===== src/rtl/latch_selftest_engine_if.sv =====
// Bus between the self-test engine and the NAND D latch under test.
interface latch_selftest_engine_if;
   logic dut_d;
   logic dut_e;
   logic dut_q;
   logic dut_qbar;

   // Engine side: drives D/E, observes Q/Qbar
   modport master (output dut_d, output dut_e, input dut_q, input dut_qbar);
   // Latch side: consumes D/E, produces Q/Qbar
   modport slave  (input dut_d, input dut_e, output dut_q, output dut_qbar);
endinterface


===== src/rtl/latch_selftest_engine.sv =====
// Stimulus and check engine for the NAND-based D latch: walks an 8-entry
// (E, D) vector table, holds each vector, samples Q/Qbar and tallies failures.
module latch_selftest_engine #(
   parameter int unsigned SETTLE_CYC = 1
) (
   input  logic                           clk,
   input  logic                           rst,
   input  logic                           start,
   latch_selftest_engine_if.master        lat,
   output logic                           busy,
   output logic                           done,
   output logic                           pass,
   output logic [3:0]                     err_count,
   output logic [2:0]                     fail_idx
);

   typedef enum logic [1:0] {IDLE, SETTLE, CHECK, DONE} state_t;

   localparam logic [3:0] CNT_LOAD = 4'(SETTLE_CYC - 1);

   state_t     state_q;
   logic [2:0] idx_q;
   logic [3:0] cnt_q;
   logic       d_q;
   logic       e_q;
   logic       busy_q;
   logic       done_q;
   logic       pass_q;
   logic [3:0] err_q;
   logic [2:0] fidx_q;

   logic [2:0] idx_d;
   logic [2:0] vec_cur;
   logic [2:0] vec_nxt;
   logic [2:0] vec_first;
   logic       vec_fail;
   logic [3:0] err_d;

   // Vector table entry as {E, D, expected Q}
   function automatic logic [2:0] vec_lookup(input logic [2:0] i);
      case (i)
         3'd0:    return 3'b111;
         3'd1:    return 3'b001;
         3'd2:    return 3'b011;
         3'd3:    return 3'b100;
         3'd4:    return 3'b111;
         3'd5:    return 3'b001;
         3'd6:    return 3'b100;
         default: return 3'b010;
      endcase
   endfunction

   // Current-vector verdict and next-vector lookup
   always_comb begin
      idx_d     = idx_q + 3'd1;
      vec_cur   = vec_lookup(idx_q);
      vec_nxt   = vec_lookup(idx_d);
      vec_first = vec_lookup(3'd0);
      vec_fail  = (lat.dut_q != vec_cur[0]) || (lat.dut_qbar != ~vec_cur[0]);
      err_d     = err_q + 4'(vec_fail);
   end

   // Run sequencer with registered stimulus and result outputs
   always_ff @(posedge clk) begin
      if (rst) begin
         state_q <= IDLE;
         idx_q   <= '0;
         cnt_q   <= '0;
         d_q     <= 1'b0;
         e_q     <= 1'b0;
         busy_q  <= 1'b0;
         done_q  <= 1'b0;
         pass_q  <= 1'b0;
         err_q   <= '0;
         fidx_q  <= '0;
      end else begin
         case (state_q)
            IDLE, DONE: begin
               if (start) begin
                  err_q   <= '0;
                  fidx_q  <= '0;
                  idx_q   <= '0;
                  e_q     <= vec_first[2];
                  d_q     <= vec_first[1];
                  busy_q  <= 1'b1;
                  done_q  <= 1'b0;
                  pass_q  <= 1'b0;
                  cnt_q   <= CNT_LOAD;
                  state_q <= SETTLE;
               end
            end
            SETTLE: begin
               if (cnt_q == '0) state_q <= CHECK;
               else             cnt_q   <= cnt_q - 4'd1;
            end
            CHECK: begin
               err_q <= err_d;
               if (vec_fail && (err_q == '0)) fidx_q <= idx_q;
               if (idx_q != 3'd7) begin
                  idx_q   <= idx_d;
                  e_q     <= vec_nxt[2];
                  d_q     <= vec_nxt[1];
                  cnt_q   <= CNT_LOAD;
                  state_q <= SETTLE;
               end else begin
                  busy_q  <= 1'b0;
                  done_q  <= 1'b1;
                  // pass uses the count including vector 7's verdict
                  pass_q  <= (err_d == '0);
                  state_q <= DONE;
               end
            end
            default: state_q <= IDLE;
         endcase
      end
   end

   assign lat.dut_d = d_q;
   assign lat.dut_e = e_q;
   assign busy      = busy_q;
   assign done      = done_q;
   assign pass      = pass_q;
   assign err_count = err_q;
   assign fail_idx  = fidx_q;

endmodule


===== src/flat_wrapper.sv =====
// flat-port wrapper written by rule: the top's interface ports become plain ports
module latch_selftest_engine_flat 
#(
   parameter int unsigned SETTLE_CYC = 1
)
  (clk, rst, start, busy, done, pass, err_count, fail_idx, lat_dut_d, lat_dut_e, lat_dut_q, lat_dut_qbar);
  latch_selftest_engine_if lat_i ();
  input  logic clk;
  input  logic rst;
  input  logic start;
  output logic busy;
  output logic done;
  output logic pass;
  output logic [3:0] err_count;
  output logic [2:0] fail_idx;
  output wire logic [$bits(lat_i.dut_d)-1:0] lat_dut_d;
  output wire logic [$bits(lat_i.dut_e)-1:0] lat_dut_e;
  input wire logic [$bits(lat_i.dut_q)-1:0] lat_dut_q;
  input wire logic [$bits(lat_i.dut_qbar)-1:0] lat_dut_qbar;
  assign lat_dut_d = lat_i.dut_d;
  assign lat_dut_e = lat_i.dut_e;
  assign lat_i.dut_q = lat_dut_q;
  assign lat_i.dut_qbar = lat_dut_qbar;
  latch_selftest_engine #(.SETTLE_CYC(SETTLE_CYC)) u_core (.clk(clk), .rst(rst), .start(start), .lat(lat_i), .busy(busy), .done(done), .pass(pass), .err_count(err_count), .fail_idx(fail_idx));
endmodule

===== config.mk =====
export PLATFORM = sky130hd
export DESIGN_NAME = latch_selftest_engine_flat
export DESIGN_NICKNAME = d
export VERILOG_FILES = /design/src/rtl/latch_selftest_engine_if.sv /design/src/rtl/latch_selftest_engine.sv /design/src/flat_wrapper.sv
export SDC_FILE = /design/constraint.sdc
export NUM_CORES = 1
export LEC_CHECK = 0
export CAP_MARGIN = 10
export CORE_ASPECT_RATIO = 0.8
export CORE_MARGIN = 2
export CORE_UTILIZATION = 55
export DETAILED_ROUTE_END_ITERATION = 7
export PLACE_DENSITY = 0.8
export REMOVE_ABC_BUFFERS = 1
export SKIP_CTS_REPAIR_TIMING = 1
export SYNTH_ARGS = -nofsm -noshare
export SYNTH_HDL_FRONTEND = slang
export SYNTH_SLANG_ARGS = --single-unit

===== constraint.sdc =====
create_clock -name clk -period 3.45 [get_ports clk]
set_input_delay 0.69 -clock clk [delete_from_list [all_inputs] [get_ports clk]]
set_output_delay 0.69 -clock clk [all_outputs]
set_load 0.01 [all_outputs]

Yosys cells after proc, flatten, opt, wreduce, memory -nomap -nowiden. Index checks and enable logic that the tools add are counted.

Eq/ne operators: 24. Bitwise operators: 1. Add/sub/neg operators: 3. Reductions and logical operators: 22. Mux-type cells: 28.

Operators with widths (number): == test 3 bit, second input constant (6); OR reduction 2 bit (7); == test 3 x 2 -> 1 bit, second input constant (4); logical NOT 4 bit (3); two-way mux 4 bit (3); one-hot mux 3 bit (2 select lines) (2); one-hot mux 3 bit (4 select lines) (1); one-hot mux 4 bit (3 select lines) (1); AND reduction 3 bit (4); one-hot mux 1 bit (2 select lines) (5); two-way mux 3 bit (3); one-hot mux 4 bit (2 select lines) (1); two-way mux 1 bit (7); == test 3 x 1 -> 1 bit, second input constant (2); logical NOT 3 bit (2); two-way mux 2 bit (3); != test 2 x 1 -> 1 bit, second input constant (3); != test 2 bit, second input constant (3); one-hot mux 2 bit (3 select lines) (1); adder 4 x 1 -> 4 bit (1); == test 2 bit, second input constant (2); one-hot mux 1 bit (4 select lines) (1); AND reduction 2 bit (2); subtractor 4 x 1 -> 4 bit, second input constant (1); 9 further kinds (10).

Bits of input ports: 5. Flip-flop bits (word level): 21. Logic and storage cells: 88. Output and inout port bits: 12.

Longest topological paths before layout.
Word-level depth: 10. Gate-level depth with buffers: 11. Mapped depth without buffers: 11.

Least setup slack after synthesis. OpenSTA, ideal clock, no wires.

Kind: register -> register. Start: register u_core.idx_q[0]. End: register u_core.pass_q (netlist: u_core.pass). Required time: 3.385 ns. Stages on the path, launching flop included: 11. Setup time: 0.065 ns. Arrival: 2.145 ns. Setup slack: 1.240 ns. Period minus slack after synthesis: 2.210 ns. Path buffers: 0. Cell sequence: dfxtp_1 -> inv_1 -> ha_1 -> nor2b_2 -> nor3_1 -> a21oi_1 -> ha_1 -> ha_1 -> nor4_1 -> a32oi_1 -> nor2_1.

Word-level cells in the longest chain between the ends: 10. Elaborated cells between the ends (all ways): 22. Classes of those cells: add/sub: 1; eq/ne: 10; mux: 3; bitwise: 1; reduce/logical: 7.

Ends and longest elaborated chain: start, declared (line latch_selftest_engine.sv:22) `logic [2:0] idx_q;`; start signal, assigned (line latch_selftest_engine.sv:100) `idx_q <= idx_d;`; == test 3 x 2 -> 1 bit (tied with other cells) (line latch_selftest_engine.sv:41) `case (i)`; OR reduction 2 bit (no line); one-hot mux 1 bit (4 select lines) (line latch_selftest_engine.sv:41); NOT 1 bit (line latch_selftest_engine.sv:59) `vec_fail = (lat.dut_q != vec_cur[0]) || (lat.dut_qbar != ~vec_cur[0]);`; != test 1 bit (line latch_selftest_engine.sv:59); logical OR 1 bit (line latch_selftest_engine.sv:59); adder 4 x 1 -> 4 bit (line latch_selftest_engine.sv:60) `err_d = err_q + 4'(vec_fail);`; logical NOT 4 bit (line latch_selftest_engine.sv:109) `pass_q <= (err_d == '0);`; two-way mux 1 bit (line latch_selftest_engine.sv:99) `if (idx_q != 3'd7) begin`; one-hot mux 1 bit (2 select lines) (line latch_selftest_engine.sv:77) `case (state_q)`; end signal, assigned (line latch_selftest_engine.sv:109); end, declared (line latch_selftest_engine.sv:28) `logic pass_q;`.

Parallel ways exist; a longest one is shown, timed or not. The select of a mux whose other input is x is not followed. A chain may end at the register's enable or synchronous reset.

Worst setup path in the final report. Ends and elaborated chain as after synthesis.

==> results.sh <==
export IMPL_fin_skew_ps=0.9621
export IMPL_first_global_vias=937
export IMPL_die_area_um2=2564
export IMPL_grt_busiest_layer="met2"
export IMPL_hpwl_mm=1.701
export IMPL_fmax_mhz=408.7
export IMPL_grt_met1_usage=0.2247
export IMPL_worstSetupStartpoint="u_core.idx_q[0]$_SDFFE_PP0P_"
export IMPL_period_share=0.7093
export IMPL_routed_wl_mm=2.295
export IMPL_path_clk_slew_ps=110
export IMPL_grt_max_degree=23
export IMPL_rsz0062_at_grt="false"
export IMPL_tightestPinTransition_ps=786.3
export IMPL_htree_levels=1
export IMPL_r2r_slack_ps=1000
export IMPL_avgRoutedWirePerCell_um=12.89
export IMPL_cp_arrival_ps=2680
export IMPL_setup_violations=0
export IMPL_yosysSeqAreaShare=0.3518
export IMPL_reg2reg_from="u_core.idx_q[0]$_SDFFE_PP0P_"
export IMPL_synth_cell_types=35
export IMPL_avgSynthCellArea_um2=8.722
export IMPL_io_pins=17
export IMPL_setup_tns_ps=0
export IMPL_p_total_mw=0.4870
export IMPL_powerDensity_nw_per_um2=348.4
export IMPL_die_height_um=45.69
export IMPL_maxCapViolCount=0
export IMPL_path_max_fanout=5
export IMPL_p_comb_frac=0.228
export IMPL_power_share_clock=0.239
export IMPL_first_pass_iters=4
export IMPL_p_seq_frac=0.533
export IMPL_placeableCoreArea_um2=2102
export IMPL_drt_iter0_drc=21
export IMPL_crit_type="reg -> reg"
export IMPL_met3_usage=0.06534
export IMPL_drive_above_1_share=0.05882
export IMPL_ff2ff_path_depth=10
export IMPL_crit_end="u_core.pass$_SDFFE_PP0P_"
export IMPL_peakVddDrop_mv=0.2377
export IMPL_r2r_end="u_core.pass$_SDFFE_PP0P_"
export IMPL_cts_made_buffers=3
export IMPL_vias=1003
export IMPL_end_kind="register"
export IMPL_antenna_cells=0
export IMPL_portBuffers=16
export IMPL_p_sw_mw=0.1394
export IMPL_switching_share=0.2864
export IMPL_syn_instance_count=137
export IMPL_fp_dieW_um=56.11
export IMPL_grt_pass1_wl_mm=3.767
export IMPL_fin_nets=170
export IMPL_synth_edff_count=0
export IMPL_viasPerCell=5.635
export IMPL_fin_crit_ps=2447
export IMPL_ant_nets=0
export IMPL_area_growth_pct=16.96
export IMPL_drv_slew=0
export IMPL_clock_latency_ps=300
export IMPL_intPower_mw=0.3475
export IMPL_cp_data_required_time_ps=3690
export IMPL_drc=0
export IMPL_use_met2=0.3341
export IMPL_floorplan_initialDensity=0.5685
export IMPL_antenna_found_initial=0
export IMPL_relSlewSlack=0.4742
export IMPL_run_status="complete, no violations"
export IMPL_cp_start_kind="register"
export IMPL_hold_viol=0
export IMPL_globalplace_congestion=0.7691
export IMPL_root_buffer="clkbuf_4"
export IMPL_ys_ff_latch=21
export IMPL_synthArstFlopShare=0
export IMPL_cts_buffer_depth=2
export IMPL_cts_num_sinks=21
export IMPL_track_usage=0.1938
export IMPL_gr_total_overflow=0
export IMPL_min_from="u_core.fail_idx[2]$_SDFFE_PP0P_"
export IMPL_final_common_cell="dfxtp_1"
export IMPL_hold_path_class="reg -> reg"
export IMPL_cts_tree="built"
export IMPL_leakagePower_nw=0.5304
export IMPL_rows=15
export IMPL_mostFrequentLayoutCells="dfxtp_1, nor2_1, clkdlybuf4s50_1, inv_1, ha_1"
export IMPL_synth_ff_type="dfxtp_1"
export IMPL_yosys_warnings=0
export IMPL_syn_cell_area_um2=1195
-- Yosys cell counts, drive strengths merged (2+ instances only) --
master | n | area share
nand2 | 9 | 0.028
nor2 | 18 | 0.057
ha | 11 | 0.12
a211oi | 2 | 0.013
or4 | 2 | 0.013
clkbuf | 4 | 0.013
nand3 | 4 | 0.017
nor2b | 4 | 0.023
mux2i | 4 | 0.034
a31oi | 3 | 0.016
a21oi | 10 | 0.042
nand2b | 5 | 0.026
o211ai | 2 | 0.013
a32oi | 3 | 0.022
dfxtp | 21 | 0.35
o22ai | 2 | 0.010
and2 | 2 | 0.012
a2bb2oi | 6 | 0.044
inv | 11 | 0.035
-- kinds of logic after synthesis --
| family | share of synthesized area |
|---|---|
| compound gates | 0.2209 |
| simple gates | 0.2147 |
| mux | 0.04293 |
| xor+xnor | 0.007331 |
| flops | 0.3518 |
| buf+inv | 0.04712 |
| fa+ha+maj | 0.1152 |
-- power groups by stage --
stage | Sequential, mW | Clock, mW | Combinational (mW)
after floorplan | 0.267 | 0 | 0.0703
after global placement | 0.265 | 0 | 0.108
after detailed placement | 0.265 | 0 | 0.110
after CTS | 0.260 | 0.121 | 0.111
after global routing | 0.261 | 0.131 | 0.122
final | 0.259 | 0.116 | 0.111
-- flip-flops by register name, indices dropped and copies added (netlist names) --
register          count
u_core.fail_idx       3
u_core.lat.dut_d      1
u_core.state_q        2
u_core.done           1
u_core.lat.dut_e      1
u_core.pass           1
u_core.idx_q          3
u_core.busy           1
u_core.cnt_q          4
u_core.err_count      4
-- metrics by stage --
step | cell area [um2] | worst slack [ps] | cells | hold WS [ps] | utilization
floorplan | 1180 | 1241 | 133 | 442.7 | -
global placement | 1371 | 880.1 | 174 | 442.0 | 0.6524
detailed placement | 1371 | 835.7 | 174 | 453.9 | 0.6524
CTS | 1398 | 1013 | 178 | 470.3 | 0.6649
global route | 1398 | 779.3 | 178 | 486.8 | 0.6649
finish | 1398 | 1003 | 178 | 462.5 | 0.6649
-- how the worst min path moves through the flow --
stage                                       to  slack (ps)  cells past startpoint
5_1_grt        u_core.fail_idx[1]$_SDFFE_PP0P_         490                      2
6_report       u_core.fail_idx[2]$_SDFFE_PP0P_         460                      2
4_1_cts        u_core.fail_idx[2]$_SDFFE_PP0P_         470                      2
2_1_floorplan     u_core.cnt_q[3]$_SDFFE_PP0P_         440                      2
3_3_place_gp   u_core.fail_idx[2]$_SDFFE_PP0P_         440                      2
3_5_place_dp          u_core.busy$_SDFFE_PP0P_         450                      2
-- final cells by class --
cell class	count	area, um2
clock buffers	4	26.28
flip-flops and latches	21	420.4
fillers	185	704.4
repair buffers	16	160.2
inverters	11	41.29
well taps	25	31.28
multi-input cells	101	718.2
-- metal layers --
metal | wire length (um) | vias up | share of wire
li1 | - | 516 | -
met1 | 1123 | 462 | 0.49
met2 | 1030 | 21 | 0.45
met3 | 110 | 4 | 0.048
met4 | 30 | 0 | 0.013
met5 | 0 | - | 0
-- critical path, stage by stage, from the launching register on --
cell     delay (ps)
dfxtp_1         420
inv_1           120
ha_1            200
nor2b_2         160
nor3_1          330
a21oi_1         140
ha_1            220
ha_1            290
nor4_1          270
a32oi_1         140
nor2_1           90
Note: power is estimated with default switching activity, not from simulation.
